==> src/rtl/pc_fetch_ctrl.sv <==
// Program counter and fetch sequencer: advances the PC, applies branch/jump
// redirects, and buffers a redirect that lands during an I-cache miss.
module pc_fetch_ctrl #(
    parameter int                ADDR_W   = 32,
    parameter logic [ADDR_W-1:0] RESET_PC = '0
) (
    input  logic              clk,
    input  logic              rst,
    input  logic [1:0]        JumpOP,
    input  logic              ctrl_valid,
    input  logic [ADDR_W-1:0] br_pc,
    input  logic [15:0]       imm,
    input  logic [25:0]       jaddr,
    input  logic [ADDR_W-1:0] rs_data,
    input  logic              stall,
    input  logic              fetch_ready,
    output logic              fetch_req,
    output logic [ADDR_W-1:0] fetch_addr,
    output logic              instr_valid,
    output logic              flush,
    output logic [ADDR_W-1:0] link_addr,
    output logic              misalign_err
);

    typedef enum logic [1:0] {
        S_IDLE  = 2'd0,
        S_FETCH = 2'd1,
        S_MISS  = 2'd2
    } state_t;

    localparam logic [ADDR_W-1:0] WORD = ADDR_W'(4);

    state_t            state_q;
    logic [ADDR_W-1:0] pc_q;
    logic [ADDR_W-1:0] pend_tgt_q;
    logic              pending_q;
    logic              misalign_q;

    logic              redir;
    logic [ADDR_W-1:0] seq_pc;
    logic [ADDR_W-1:0] br_off;
    logic [ADDR_W-1:0] target;

    assign redir  = ctrl_valid && (JumpOP != 2'b00);
    assign seq_pc = br_pc + WORD;
    assign br_off = {{(ADDR_W-18){imm[15]}}, imm, 2'b00};

    always_comb begin
        target = seq_pc;
        case (JumpOP)
            2'b01:   target = seq_pc + br_off;
            2'b10:   target = {rs_data[ADDR_W-1:2], 2'b00};
            2'b11:   target = {seq_pc[ADDR_W-1:ADDR_W-4], jaddr, 2'b00};
            default: target = seq_pc;
        endcase
    end

    always_ff @(posedge clk or negedge rst) begin
        if (!rst) begin
            state_q    <= S_IDLE;
            pc_q       <= RESET_PC;
            pend_tgt_q <= '0;
            pending_q  <= 1'b0;
            misalign_q <= 1'b0;
        end else begin
            if (redir && (JumpOP == 2'b10) && (rs_data[1:0] != 2'b00))
                misalign_q <= 1'b1;

            case (state_q)
                S_IDLE:  state_q <= S_FETCH;
                S_FETCH: if (!fetch_ready) state_q <= S_MISS;
                S_MISS:  if (fetch_ready) state_q <= S_FETCH;
                default: state_q <= S_IDLE;
            endcase

            // Redirects outrank stall; a redirect arriving mid-miss is parked
            // and the newest one replaces any older parked target.
            if (state_q != S_IDLE) begin
                if (redir && fetch_ready) begin
                    pc_q      <= target;
                    pending_q <= 1'b0;
                end else if (redir) begin
                    pending_q  <= 1'b1;
                    pend_tgt_q <= target;
                end else if (pending_q && fetch_ready) begin
                    pc_q      <= pend_tgt_q;
                    pending_q <= 1'b0;
                end else if (!stall && fetch_ready) begin
                    pc_q <= pc_q + WORD;
                end
            end
        end
    end

    assign fetch_req    = (state_q != S_IDLE);
    assign fetch_addr   = pc_q;
    assign flush        = redir;
    assign link_addr    = seq_pc;
    assign misalign_err = misalign_q;
    assign instr_valid  = fetch_ready && fetch_req && !stall && !redir && !pending_q;

endmodule

==> config.mk <==
export PLATFORM = sky130hd
export DESIGN_NAME = pc_fetch_ctrl
export DESIGN_NICKNAME = d
export VERILOG_FILES = /design/src/rtl/pc_fetch_ctrl.sv
export SDC_FILE = /design/constraint.sdc
export NUM_CORES = 1
export LEC_CHECK = 0
export ABC_CLOCK_PERIOD_IN_PS = 3950
export CAP_MARGIN = 20
export CORE_MARGIN = 5
export CORE_UTILIZATION = 54
export DETAILED_ROUTE_END_ITERATION = 7
export PLACE_DENSITY_LB_ADDON = 0.1
export RECOVER_POWER = 25
export SYNTH_ARGS = -nofsm -noshare
export SYNTH_HDL_FRONTEND = slang
export SYNTH_SLANG_ARGS = --single-unit
==> constraint.sdc <==
create_clock -name clk -period 3.95 [get_ports clk]
set_input_delay 0.9875 -clock clk [delete_from_list [all_inputs] [get_ports clk]]
set_output_delay 0.9875 -clock clk [all_outputs]
set_load 0.05 [all_outputs]
==> metrics.txt, run 1 <==
status aborted with a tool error; failing step global routing; tool error [ERROR GRT-0232] Routing congestion too high. Check the congestion heatmap in the GUI.; Yosys reg bits 68; Netlist cell types 70; placed cells around 1.4k; Inserted Clock Buffers 9; Net Count, Synth 1009; XOR/XNOR share of the synthesized area 9.06%; chip height between 100 and 150 µm; Congestion Overflow GR 5; ys async rst share 100%; Ports 181; number of synthesized flops with an enable pin 0; CTS Buffer Depth 2; worst_ep grt pend_tgt_q[31]$_DFFE_PN0P_/D; HPWL after detailed placement about 22000 µm; Worst EP Category register input; Mapped Cells 857; placed instance area 0.0109 mm²; Avg Inst Size Synth approximately 7.9 µm²; Seq/Total Area, Yosys 25.1%; post-synthesis simple-gate area fraction between 20% and 30%; setup slack at placement -720 ps; Post-Synthesis Cell Area 0.00677 mm²; # rows 41; synth warn 0; IO Port Bufs 180; CTS root buffer clkbuf_16; Tot GR Track Use 65.8%; Initial Util a little over half; post-synthesis compound-gate area fraction 23.8%; largest net degree at the start of global routing between 60 and 70; depth of the CTS H-tree 3; routability cong. 1.03; clk sinks 68; Die Wd 122 µm; dominant combinational cell family by area after synthesis compound AO/OA/AOI/OAI gates; Post-synth top flop dfrtp_1; Synth Area in Adders 7.32%; post-synthesis mux area share 7.34%; CTS Hold Bufs 0
[cells in the mapped netlist (4+ instances only)]
master,count,share of area (%)
nor3_1,13,0.96
o21a_1,7,0.78
mux4_2,15,5.0
nor4_1,5,0.46
nand4_1,13,1.2
nor2b_1,4,0.37
a21oi_1,53,3.9
clkbuf_1,24,1.3
or3_1,9,0.83
and3_1,16,1.5
and2_1,6,0.55
a22oi_1,6,0.67
a31o_2,5,0.65
a22o_1,4,0.52
o22ai_1,4,0.37
o21ai_0,56,4.1
o2bb2ai_1,4,0.52
a31oi_1,6,0.55
and4_1,8,1.0
mux2i_1,11,1.6
nand3_1,42,3.1
buf_2,7,0.52
buf_4,4,0.44
a21o_1,23,2.6
nand2_1,143,7.9
xnor2_1,44,5.7
dfrtp_1,68,25
o211ai_1,9,1.0
nor2_1,74,4.1
xor2_1,26,3.4
inv_1,20,1.1
a211oi_1,18,2.0
o21bai_1,5,0.55
o31ai_1,9,1.0
o2111ai_1,4,0.52
ha_1,38,7.0
[per-layer routing]
metal,global-route usage [%],GRT overflow
met2,87.5,2
met3,45.6,0
met4,62.0,3
met5,7.64,0
met1,66.7,0
[what timing repair did]
item	in CTS
setup endpoints to repair	48
pin swaps	43
resized for setup	79
cloned	0
setup buffers	14
[cell families after synthesis]
| group | count (synthesis) |
|---|---|
| buffers and inverters | 60 |
| AOI/OAI and AO/OA | 243 |
| muxes | 30 |
| DFF | 68 |
| and+or+nand+nor | 347 |
| xor gates and xnor gates | 70 |
| adders and majority gates | 39 |
[metrics by stage]
stage	hold slack, ps	utilization (%)
4_1_cts	480	92.6
3_5_place_dp	463	87.6
3_3_place_gp	456	87.6
2_1_floorplan	446	-
==> run 2, diff against run 1 <==
--- a/config.mk
+++ b/config.mk
@@ -8,9 +8,9 @@
 export ABC_CLOCK_PERIOD_IN_PS = 3950
 export CAP_MARGIN = 20
 export CORE_MARGIN = 5
-export CORE_UTILIZATION = 54
+export CORE_UTILIZATION = 40
 export DETAILED_ROUTE_END_ITERATION = 7
-export PLACE_DENSITY_LB_ADDON = 0.1
+export PLACE_DENSITY_LB_ADDON = 0.15
 export RECOVER_POWER = 25
 export SYNTH_ARGS = -nofsm -noshare
 export SYNTH_HDL_FRONTEND = slang
==> metrics.txt, run 2 <==
status complete, but fails checks; failing checks capacitance limit, slew limit; CTS Hold Bufs 0; synth cell count leaders nand2_1, nor2_1, dfrtp_1; Slew Viols, Final 33; IO Port Bufs between 150 and 200; Netlist cell types 70; routability cong. 0.924; setup slack at placement -737 ps; post-DR vias/cell 5.53; Seq/Total Area, Yosys 25.1%; most common cell in the netlist nand2_1; HPWL after detailed placement 20600 µm; Max Cap Violations 1; synth warn 0; chip height 140 µm; ranking of synthesized cells by area dfrtp_1, nand2_1, ha_1; Pleak 0.00533 µW; Post-Synthesis Cell Area 0.00677 mm²; HP Class reg -> reg; Die Wd 140 µm; Final ANT Viol Nets 0; Die ar. 0.0196 mm²; Mapped Cells 857; GR Util met2 between 40% and 50%; area grow syn2layout 79.0%; commonest cells after routing, fill and taps aside buf_4, nand2_1, clkdlybuf4s50_1, dfrtp_1, nor2_1; Net Count, Synth about 1k; commonest non-fill, non-tap cell in the layout buf_4; final WL between 20000 and 30000 µm; Iteration-0 DRC Markers roughly 780; n_diodes 0; Initial Util between 40% and 50%; largest net degree at the start of global routing 40; skew final 6.37 ps; Avg Inst Size Synth 7.90 µm²; Congestion Overflow GR 0; Residual DRC 0; CTS root buffer clkbuf_16; Via Count 8031; CTS Buffer Depth 2; drt wl/cell 18.2 µm; initial antenna violation count 0; Clock Pin Slew Worst Setup and Hold Paths 50 ps; Post-synth top flop dfrtp_1; Worst Tran Pin Value 1770 ps; Critical Path RT approximately 4200 ps; final worst slack 144 ps; TritonCTS clock tree built; PD cells roughly 420 mW/mm²; clk sinks 68; vias in the first global route 7838; first-pass GRT wire length about 41000 µm; Ports approximately 180; Detailed Routing Iterations Pass 1 6; fraction of layout cells with a size suffix above 1 35.0%; depth of the CTS H-tree 3; CORE AREA 0.0166 mm²; worst vdd ir slightly above 0.5 mV; Inserted Clock Buffers 9; ys async rst share 100%; final worst path period need 3810 ps; Fmax 263 MHz; met3 Resource Use GR 3.17%; Synth top area share 25.1%; startpoint types input port; Filler Cells Inserted 1247; Worst EP arrival around 4000 ps; biggest area consumer among synthesized cells dfrtp_1; Yosys reg bits 68; clock latency on the worst-skew pair 330 ps; crit path kind in -> reg; final worst path period share 96.3%; CP max FO 7; GRT met1 Usage approximately 36%; Tot GR Track Use 25.9%; number of synthesized flops with an enable pin 0; GRT busiest layer met2; endpoints failing hold 0; crit end category flop; nets 1379; setup_tns 0 ps; final setup fails 0; # rows 47; Max-slew headroom -18.0%
==> run 2: cell counts after synthesis <==
No cell type changed its count.
==> run 2: metrics by stage <==
| stage | hold slack, ps | area [µm²] | total power (µW) | std cells | utilization, % |
|---|---|---|---|---|---|
| after floorplan | 446 | 7380 | 3020 | 857 | - |
| after global placement | 459 | 11000 | 4070 | 1409 | 66.5 |
| after detailed placement | 464 | 11000 | 4110 | 1409 | 66.5 |
| after CTS | 477 | 11900 | 5080 | 1439 | 71.5 |
| after global routing | 490 | 12100 | 5410 | 1452 | 73.1 |
| final | 475 | 12100 | 5120 | 1452 | 73.1 |
==> run 2: per-layer routing <==
| layer | part of all wire [%] | vias up | routed length (µm) |
|---|---|---|---|
| met1 | 44 | 3822 | 11600 |
| li1 | - | 3887 | - |
| met4 | 1.8 | 0 | 469 |
| met3 | 6.0 | 36 | 1600 |
| met2 | 49 | 286 | 12800 |
| met5 | 0 | - | 0 |
==> run 2: layout make-up <==
type                       instances  area (µm²)  share of cell area [%]
sequential                        68        1700                    14.0
clock inverter                     4        70.1                   0.578
tap                              220         275                    2.27
timing repair buffer             399        3770                    31.2
multi-input combinational        729        5950                    49.1
inverter                          20        75.1                   0.620
clock buffer                      12         267                    2.20
==> run 2: power breakdown <==
group	internal, µW	total (µW)	switching [µW]
Combinational	1240	2870	1640
Clock	601	890	289
Sequential	1020	1360	333
==> run 2: worst max-delay path, stage by stage <==
cell	delay, ps
clkdlybuf4s15_1	190
and4_4	270
nand3_4	180
nor2_4	240
buf_6	150
nand3_4	90
xnor2_4	200
ha_4	240
a21o_1	210
a21oi_4	150
o21ai_2	90
or3_1	350
o211ai_1	360
mux2i_1	230
nand3_1	90
==> run 2: worst paths after layout <==
path	start	endpoint	slack (ps)	cells past startpoint
worst max-delay path	br_pc[13]	pend_tgt_q[31]	140	15
worst min-delay path	pend_tgt_q[8]	pend_tgt_q[8]	480	2
worst max register to register	fetch_addr[2]	fetch_addr[28]	1470	9
worst min register to register	pend_tgt_q[8]	pend_tgt_q[8]	480	2
max in group asynchronous	rst	pend_tgt_q[20]	960	2
min in group asynchronous	rst	pend_tgt_q[4]	1120	1
==> run 2: what timing repair did <==
item	4_1_cts	5_1_grt
setup endpoints to repair	44	30
setup buffers	14	13
pin swaps	48	46
gates resized for setup	97	57
gates cloned	0	0
==> run 2: logic make-up after synthesis <==
logic type / after synthesis / synth area share [%]
fa+ha+maj: 39 / 7.32
buf+inv: 60 / 3.81
mux: 30 / 7.34
xor+xnor: 70 / 9.06
compound gates: 243 / 23.8
simple gates: 347 / 23.5
flops: 68 / 25.1
(Power assumes the default switching activity.)
